**config.mk**
```make
export PLATFORM = sky130hd
export DESIGN_NAME = fft_bfly_r2
export DESIGN_NICKNAME = d
export VERILOG_FILES = /design/src/rtl/fft_bfly_r2.sv
export SDC_FILE = /design/constraint.sdc
export NUM_CORES = 2
export LEC_CHECK = 0
export ABC_CLOCK_PERIOD_IN_PS = 18090
export CAP_MARGIN = 10
export CORE_AREA = 2 2 343 345
export CTS_BUF_LIST = sky130_fd_sc_hd__clkbuf_8
export DETAILED_ROUTE_END_ITERATION = 8
export DIE_AREA = 0 0 345 347
export DONT_BUFFER_PORTS = 1
export GPL_TIMING_DRIVEN = 1
export SLEW_MARGIN = 20
export SYNTH_ARGS = -nofsm -noshare
export SYNTH_HDL_FRONTEND = slang
export SYNTH_SLANG_ARGS = --single-unit
```
**constraint.sdc**
```tcl
create_clock -name clk -period 18.09 [get_ports clk]
set_input_delay 2.7135 -clock clk [delete_from_list [all_inputs] [get_ports clk]]
set_output_delay 2.7135 -clock clk [all_outputs]
set_load 0.05 [all_outputs]
```
**src/rtl/fft_bfly_r2.sv**
```systemverilog
// Pipelined radix-2 DIT butterfly: sum = A + W*B, sub = A - W*B, with saturation, optional halving and a sticky ovf flag.
// Define FFT_BFLY_ROUND_EN for round-half-up at both shifts; leave it undefined for floor truncation.
module fft_bfly_r2 #(
  parameter int DW = 16,
  parameter int TW = 16
) (
  input  logic          clk,
  input  logic          rst,
  input  logic          in_valid,
  output logic          in_ready,
  input  logic [DW-1:0] INar,
  input  logic [DW-1:0] INai,
  input  logic [DW-1:0] INbr,
  input  logic [DW-1:0] INbi,
  input  logic [TW-1:0] INwr,
  input  logic [TW-1:0] INwi,
  input  logic          scale,
  output logic          out_valid,
  input  logic          out_ready,
  output logic [DW:0]   OUTsumr,
  output logic [DW:0]   OUTsumi,
  output logic [DW:0]   OUTsubr,
  output logic [DW:0]   OUTsubi,
  output logic          ovf,
  input  logic          clr_ovf
);

  localparam int PW = DW + TW;
  localparam int SW = PW + 1;

`ifdef FFT_BFLY_ROUND_EN
  localparam bit ROUND = 1'b1;
`else
  localparam bit ROUND = 1'b0;
`endif

  localparam logic signed [SW-1:0] PRND = ROUND ? (SW'(1) << (TW-2)) : '0;
  localparam logic signed [SW-1:0] SMAX = {{(TW+2){1'b0}}, {(DW-1){1'b1}}};
  localparam logic signed [SW-1:0] SMIN = {{(TW+2){1'b1}}, {(DW-1){1'b0}}};

  logic en;
  logic [3:0] vld_q;

  assign en        = !vld_q[3] || out_ready;
  assign in_ready  = en;
  assign out_valid = vld_q[3];

  // S1: operand capture
  logic [DW-1:0] ar1_q, ai1_q, br1_q, bi1_q;
  logic [TW-1:0] wr1_q, wi1_q;
  logic          sc1_q;
  // S2: partial products
  logic signed [PW-1:0] prr2_q, pii2_q, pri2_q, pir2_q;
  logic [DW-1:0] ar2_q, ai2_q;
  logic          sc2_q;
  // S3: saturated twiddle product
  logic [DW-1:0] tr3_q, ti3_q, ar3_q, ai3_q;
  logic          sat3_q, sc3_q;
  // S4: registered outputs
  logic [DW:0]   sumr_q, sumi_q, subr_q, subi_q;
  logic          ovf_q;

  logic signed [SW-1:0] pr_w, pi_w, prs_w, pis_w;
  logic                 tr_hi, tr_lo, ti_hi, ti_lo;
  logic [DW-1:0]        tr_d, ti_d;
  logic [DW:0]          sumr_d, sumi_d, subr_d, subi_d;
  logic                 ovf_d;

  always_comb begin
    pr_w  = {prr2_q[PW-1], prr2_q} - {pii2_q[PW-1], pii2_q};
    pi_w  = {pri2_q[PW-1], pri2_q} + {pir2_q[PW-1], pir2_q};
    prs_w = (pr_w + PRND) >>> (TW-1);
    pis_w = (pi_w + PRND) >>> (TW-1);
    tr_hi = prs_w > SMAX;
    tr_lo = prs_w < SMIN;
    ti_hi = pis_w > SMAX;
    ti_lo = pis_w < SMIN;
    tr_d  = tr_hi ? {1'b0, {(DW-1){1'b1}}} : tr_lo ? {1'b1, {(DW-1){1'b0}}} : prs_w[DW-1:0];
    ti_d  = ti_hi ? {1'b0, {(DW-1){1'b1}}} : ti_lo ? {1'b1, {(DW-1){1'b0}}} : pis_w[DW-1:0];
  end

  // Halving: floor(v/2), plus the dropped LSB when rounding (equals (v+1)>>>1).
  function automatic logic [DW:0] halve(input logic [DW:0] v, input logic sc);
    logic [DW:0] h;
    h = {v[DW], v[DW:1]} + (DW+1)'(ROUND & v[0]);
    return sc ? h : v;
  endfunction

  always_comb begin
    sumr_d = halve({ar3_q[DW-1], ar3_q} + {tr3_q[DW-1], tr3_q}, sc3_q);
    sumi_d = halve({ai3_q[DW-1], ai3_q} + {ti3_q[DW-1], ti3_q}, sc3_q);
    subr_d = halve({ar3_q[DW-1], ar3_q} - {tr3_q[DW-1], tr3_q}, sc3_q);
    subi_d = halve({ai3_q[DW-1], ai3_q} - {ti3_q[DW-1], ti3_q}, sc3_q);
    ovf_d  = ovf_q;
    if (clr_ovf)
      ovf_d = 1'b0;
    if (en && vld_q[2] && sat3_q)
      ovf_d = 1'b1;
  end

  always_ff @(posedge clk) begin
    if (rst) begin
      vld_q  <= '0;
      sumr_q <= '0;
      sumi_q <= '0;
      subr_q <= '0;
      subi_q <= '0;
      ovf_q  <= 1'b0;
    end else begin
      ovf_q <= ovf_d;
      if (en) begin
        vld_q  <= {vld_q[2:0], in_valid};
        sumr_q <= sumr_d;
        sumi_q <= sumi_d;
        subr_q <= subr_d;
        subi_q <= subi_d;
      end
    end
  end

  // Datapath registers need no reset: the valid bits qualify them.
  always_ff @(posedge clk) begin
    if (en) begin
      ar1_q  <= INar;
      ai1_q  <= INai;
      br1_q  <= INbr;
      bi1_q  <= INbi;
      wr1_q  <= INwr;
      wi1_q  <= INwi;
      sc1_q  <= scale;
      prr2_q <= $signed(br1_q) * $signed(wr1_q);
      pii2_q <= $signed(bi1_q) * $signed(wi1_q);
      pri2_q <= $signed(br1_q) * $signed(wi1_q);
      pir2_q <= $signed(bi1_q) * $signed(wr1_q);
      ar2_q  <= ar1_q;
      ai2_q  <= ai1_q;
      sc2_q  <= sc1_q;
      tr3_q  <= tr_d;
      ti3_q  <= ti_d;
      sat3_q <= tr_hi | tr_lo | ti_hi | ti_lo;
      ar3_q  <= ar2_q;
      ai3_q  <= ai2_q;
      sc3_q  <= sc2_q;
    end
  end

  assign OUTsumr = sumr_q;
  assign OUTsumi = sumi_q;
  assign OUTsubr = subr_q;
  assign OUTsubi = subi_q;
  assign ovf     = ovf_q;

endmodule

```
* After elaboration in Yosys (flattened, before gate mapping)
Cells that the tools add are included.
Word-level totals: register bits after elaboration 397, input port bits 102, output and inout port bits 71, logic and storage cells 56
Cells by class: add/sub/neg operators 6, multipliers 4, magnitude comparators 4, muxes and demuxes 8, bitwise gates (word level) 3, reductions and logical operators 5
Operators with widths (count):
- multiplier 16 x 16 -> 32 bit | 4
- two-way mux 16 bit | 6
- > comparator 18 x 16 -> 1 bit, second input constant | 2
- less-than comparator 18 x 16 -> 1 bit, second input constant | 2
- adder 16 x 16 -> 17 bit | 2
- subtractor 16 x 16 -> 17 bit | 2
- adder 32 x 32 -> 33 bit | 1
- subtractor 32 x 32 -> 33 bit | 1
- bitwise OR 1 bit | 3
- logical AND 1 bit | 2
- two-way mux 1 bit | 2
- nonzero test 2 bit | 1
- logical NOT 1 bit | 1
- logical OR 1 bit | 1

* Longest topological paths before layout
word-level depth 5, gate-level depth with buffers 25, mapped depth without buffers 24

* Worst setup path after synthesis
OpenSTA, ideal clock, no wires.
kind input-to-output, start in out_ready, end out in_ready, arrival 12.538 ns, data required time 15.376 ns, path slack 2.838 ns, cell stages on the path 5, buffers on the path 3, path through nor2b_1 clkbuf_1 inv_1 clkbuf_1 clkbuf_1
On the way: word-level cells in the longest chain between the ends 1
Ends and longest elaborated chain:
- start: declaration | line 19 | input logic out_ready,
- logical OR 1 bit | line 44 | assign en = !vld_q[3] || out_ready;
- end: declaration | line 10 | output logic in_ready,
No other way between the ends.

* Worst setup path in the final report
start reg wr1_q[15], end reg pir2_q[30] (data pin)
On the way: word-level cells in the longest chain between the ends 1
Ends and longest elaborated chain:
- start: declaration | line 50 | logic [TW-1:0] wr1_q, wi1_q;
- start signal: assignment | line 128 | wr1_q <= INwr;
- multiplier 16 x 16 -> 32 bit | line 134 | pir2_q <= $signed(bi1_q) * $signed(wr1_q);
- end signal: assignment | line 134
- end: declaration | line 53 | logic signed [PW-1:0] prr2_q, pii2_q, pri2_q, pir2_q;
No other way between the ends. A chain may end at the register's enable or synchronous reset.

==> flow_summary.ini <==
[run_status]
status = finished clean

[synth]
synth.distinct_cells = 78
synth_most_common_cell = inv_1
synth.area.top_cells = fa_1 (37%), edfxtp_1 (17%), ha_1 (9.9%)
synthTopCellsByCount = inv_1 (1287), fa_1 (1052), nand2_1 (579)
ys_ff_latch = 397
synth_area_um2 = 57500
syn-num-nets = 7453
ys.flop_type = edfxtp_1
synth_edf_count = 324
syn_inst = 5845
netlist.area_leader.share = 0.366
yosys_warnings = 0
ys_seq_area_frac = 0.195
synth_top_area_cell = fa_1
syn_area_per_cell_um2 = 9.84
synthArstFlopShare = 0

[timing]
clock_skew_ps = 69.8
min_period_ps = 7860
worst_pin_slew_ps = 1070
finalSetupViolations = 0
finalMaxSlewViolations = 0
maxSlewHeadroom = 0.286
fin_crit_sh = 0.435
hold_viol_final = 0
grt_setup_unrepaired = no
timing.fmax_mhz = 127
finalSetupTns_ps = 0

[placement]
post-dp-hpwl_um = 109000
routabilityCongestion = 0.864
portBuffers = 0
placed_cell_area_um2 = 59100
place_inst = 7198

[grt]
antenna_found_initial = 12
grt_pass1_vias = 41800
grt_max_degree = 84
overflow = 0
grt_util_all_layers = 0.246
grt_pass1_wl_um = 230000

[clock_tree]
cts_made_buffers = 79
cts_resized = 0
path_clk_slew_ps = 60
cts_sinks = 397
ctsHtreeMaxLevel = 3
clk_latency_ps = 790
cts_hold_buf = 0
cts_root_buf = clkbuf_8
cts_tree = done
clock_path_buffers = 3
post-cts-setup-buffers = 0

[final_layout]
utilization = 0.524
area_growth_pct = 5.50
fillers = 10700
nNetsFinal = 7363
layout-drive-gt1-share = 0.0373
fin_area_um2 = 60700
stdcell_count = 7349

[critical_path]
cpPeakStageDelay_ps = 720
crit_arrival_ps = 8340
cp_top_family = adder cells
critical_path_class = flop to flop
cp_slowest_cell = edfxtp_1
worstSetupEndpointType = flop
crit_top_cell = fa_1
crit_path_start_kind = flop
cp.depth = 21
path_max_fanout = 14
reg2reg_depth = 21
worstPathCellList = clkinv_1 > buf_4 > nor2_1 > fa_1 > fa_1 > fa_1 > fa_1 > fa_1 > inv_1 > fa_1 > inv_1 > ha_1 > a2111oi_0 > nand2_1 > o31ai_1 > o31ai_1 > a41oi_1 > a211o_1 > o2111ai_1 > a21oi_1 > xnor2_1
worstPathRequired_ps = 18570
critPathBufInv = 4

[floorplan]
die_width_um = 345
initial_utilization = 0.497
coreArea_um2 = 116000
io_pins = 173
die_y_um = 347
num_rows = 125
dieArea_um2 = 120000

[drt]
wirelength_um = 140000
post_drt_wl_per_cell_um = 19.0
drt_iter0_drc = 2318
firstDrtPassIters = 5
drc = 0
dr_total_vias = 38700
avgViaCountPerCell = 5.26
final_antenna_net_count = 0

[hold_path]
whs_path_depth = 0
holdCritPathClass = flop to flop

[job]
cap_violations = 0
cell usage in the layout (no fill, tap or decap), types with 6 or more instances in the layout:
cell and instances:
a31oi_1 19, buf_4 78, nor3b_1 11, a211oi_1 45
o31ai_1 13, a21oi_1 190, mux2i_1 21, xor2_1 47
xnor2_1 168, nand3_1 28, o21a_1 29, fa_1 1052
clkbuf_8 82, nand4_1 13, and3_1 10, nor2_1 217
o211ai_1 12, or3_1 27, inv_1 1310, o21bai_1 23
nand2b_1 43, a31o_2 6, dfxtp_1 73, nor4_1 6
nor3_1 53, nand3b_1 6, ha_1 454, o21ai_0 115
clkinv_2 11, diode_2 6, nand2_1 579, edfxtp_1 324
nor2b_1 27, and2_1 497, clkinv_1 17, a21o_1 93
or2_2 8, a211o_1 11
cells by family after synthesis:
group,Yosys count,share of synthesized area
buffers and inverters,1538,0.100
AND/OR/NAND/NOR,1536,0.132
flip-flops,397,0.195
AO/OA/AOI/OAI,632,0.0717
adder cells (fa/ha/maj),1506,0.465
XOR/XNOR,215,0.0327
multiplexers,21,0.00366
state kept, by name, indices dropped and copies added, names as in the netlist, 16 cells and up:
| register | cells |
|---|---|
| OUTsubi | 17 |
| OUTsubr | 17 |
| OUTsumi | 17 |
| OUTsumr | 17 |
| ai1_q | 16 |
| ai2_q | 16 |
| ai3_q | 16 |
| ar1_q | 16 |
| ar2_q | 16 |
| ar3_q | 16 |
| bi1_q | 16 |
| br1_q | 16 |
| pii2_q | 32 |
| pir2_q | 32 |
| pri2_q | 32 |
| prr2_q | 32 |
| ti3_q | 16 |
| tr3_q | 16 |
| wi1_q | 16 |
| wr1_q | 16 |
layout make-up:
type | count | area [um2] | area share
well taps | 1524 | 1910 | 0.0314
clock buffers | 82 | 1130 | 0.0186
flip-flops and latches | 397 | 11200 | 0.184
repair buffers | 78 | 586 | 0.00965
inverters | 1289 | 4850 | 0.0799
diodes | 6 | 15.0 | 0.000247
clock inverters | 63 | 444 | 0.00732
multi-input cells | 3910 | 40500 | 0.668
per-stage QoR:
| step | hold WS (ps) | setup WS (ps) |
|---|---|---|
| 5_1_grt | 390 | 9740 |
| 6_report | 385 | 10230 |
| 4_1_cts | 372 | 10180 |
| 3_3_place_gp | 400 | 10530 |
| 2_1_floorplan | 400 | 2840 |
| 3_5_place_dp | 405 | 10290 |
worst paths after layout:
| check | from | to | slack (ps) |
|---|---|---|---|
| worst max register to register | wr1_q[15] | pir2_q[30] | 10230 |
| worst min-delay path | ar1_q[12] | ar2_q[12] | 390 |
| worst min register to register | ar1_q[12] | ar2_q[12] | 390 |
| worst max-delay path | wr1_q[15] | pir2_q[30] | 10230 |
metal layers:
layer	vias up	share of wire	global-route usage
met5	-	0.00064	0
met4	12	0.037	0.0893
met3	232	0.049	0.0391
met2	878	0.48	0.418
met1	19800	0.43	0.320
li1	17800	-	-
worst reg2reg max path: cells and delay by family (launching register included):
kind / cells / cell delay, ps
adder cells (fa/ha/maj): 7 / 3010
buffers and inverters: 4 / 1190
AO/OA/AOI/OAI: 7 / 2280
flip-flops: 1 / 720
AND/OR/NAND/NOR: 2 / 270
XOR/XNOR: 1 / 90
Power is left out: the tool's default activity adds up to more than one toggle a clock period on the data nets, which glitch-free logic cannot reach.
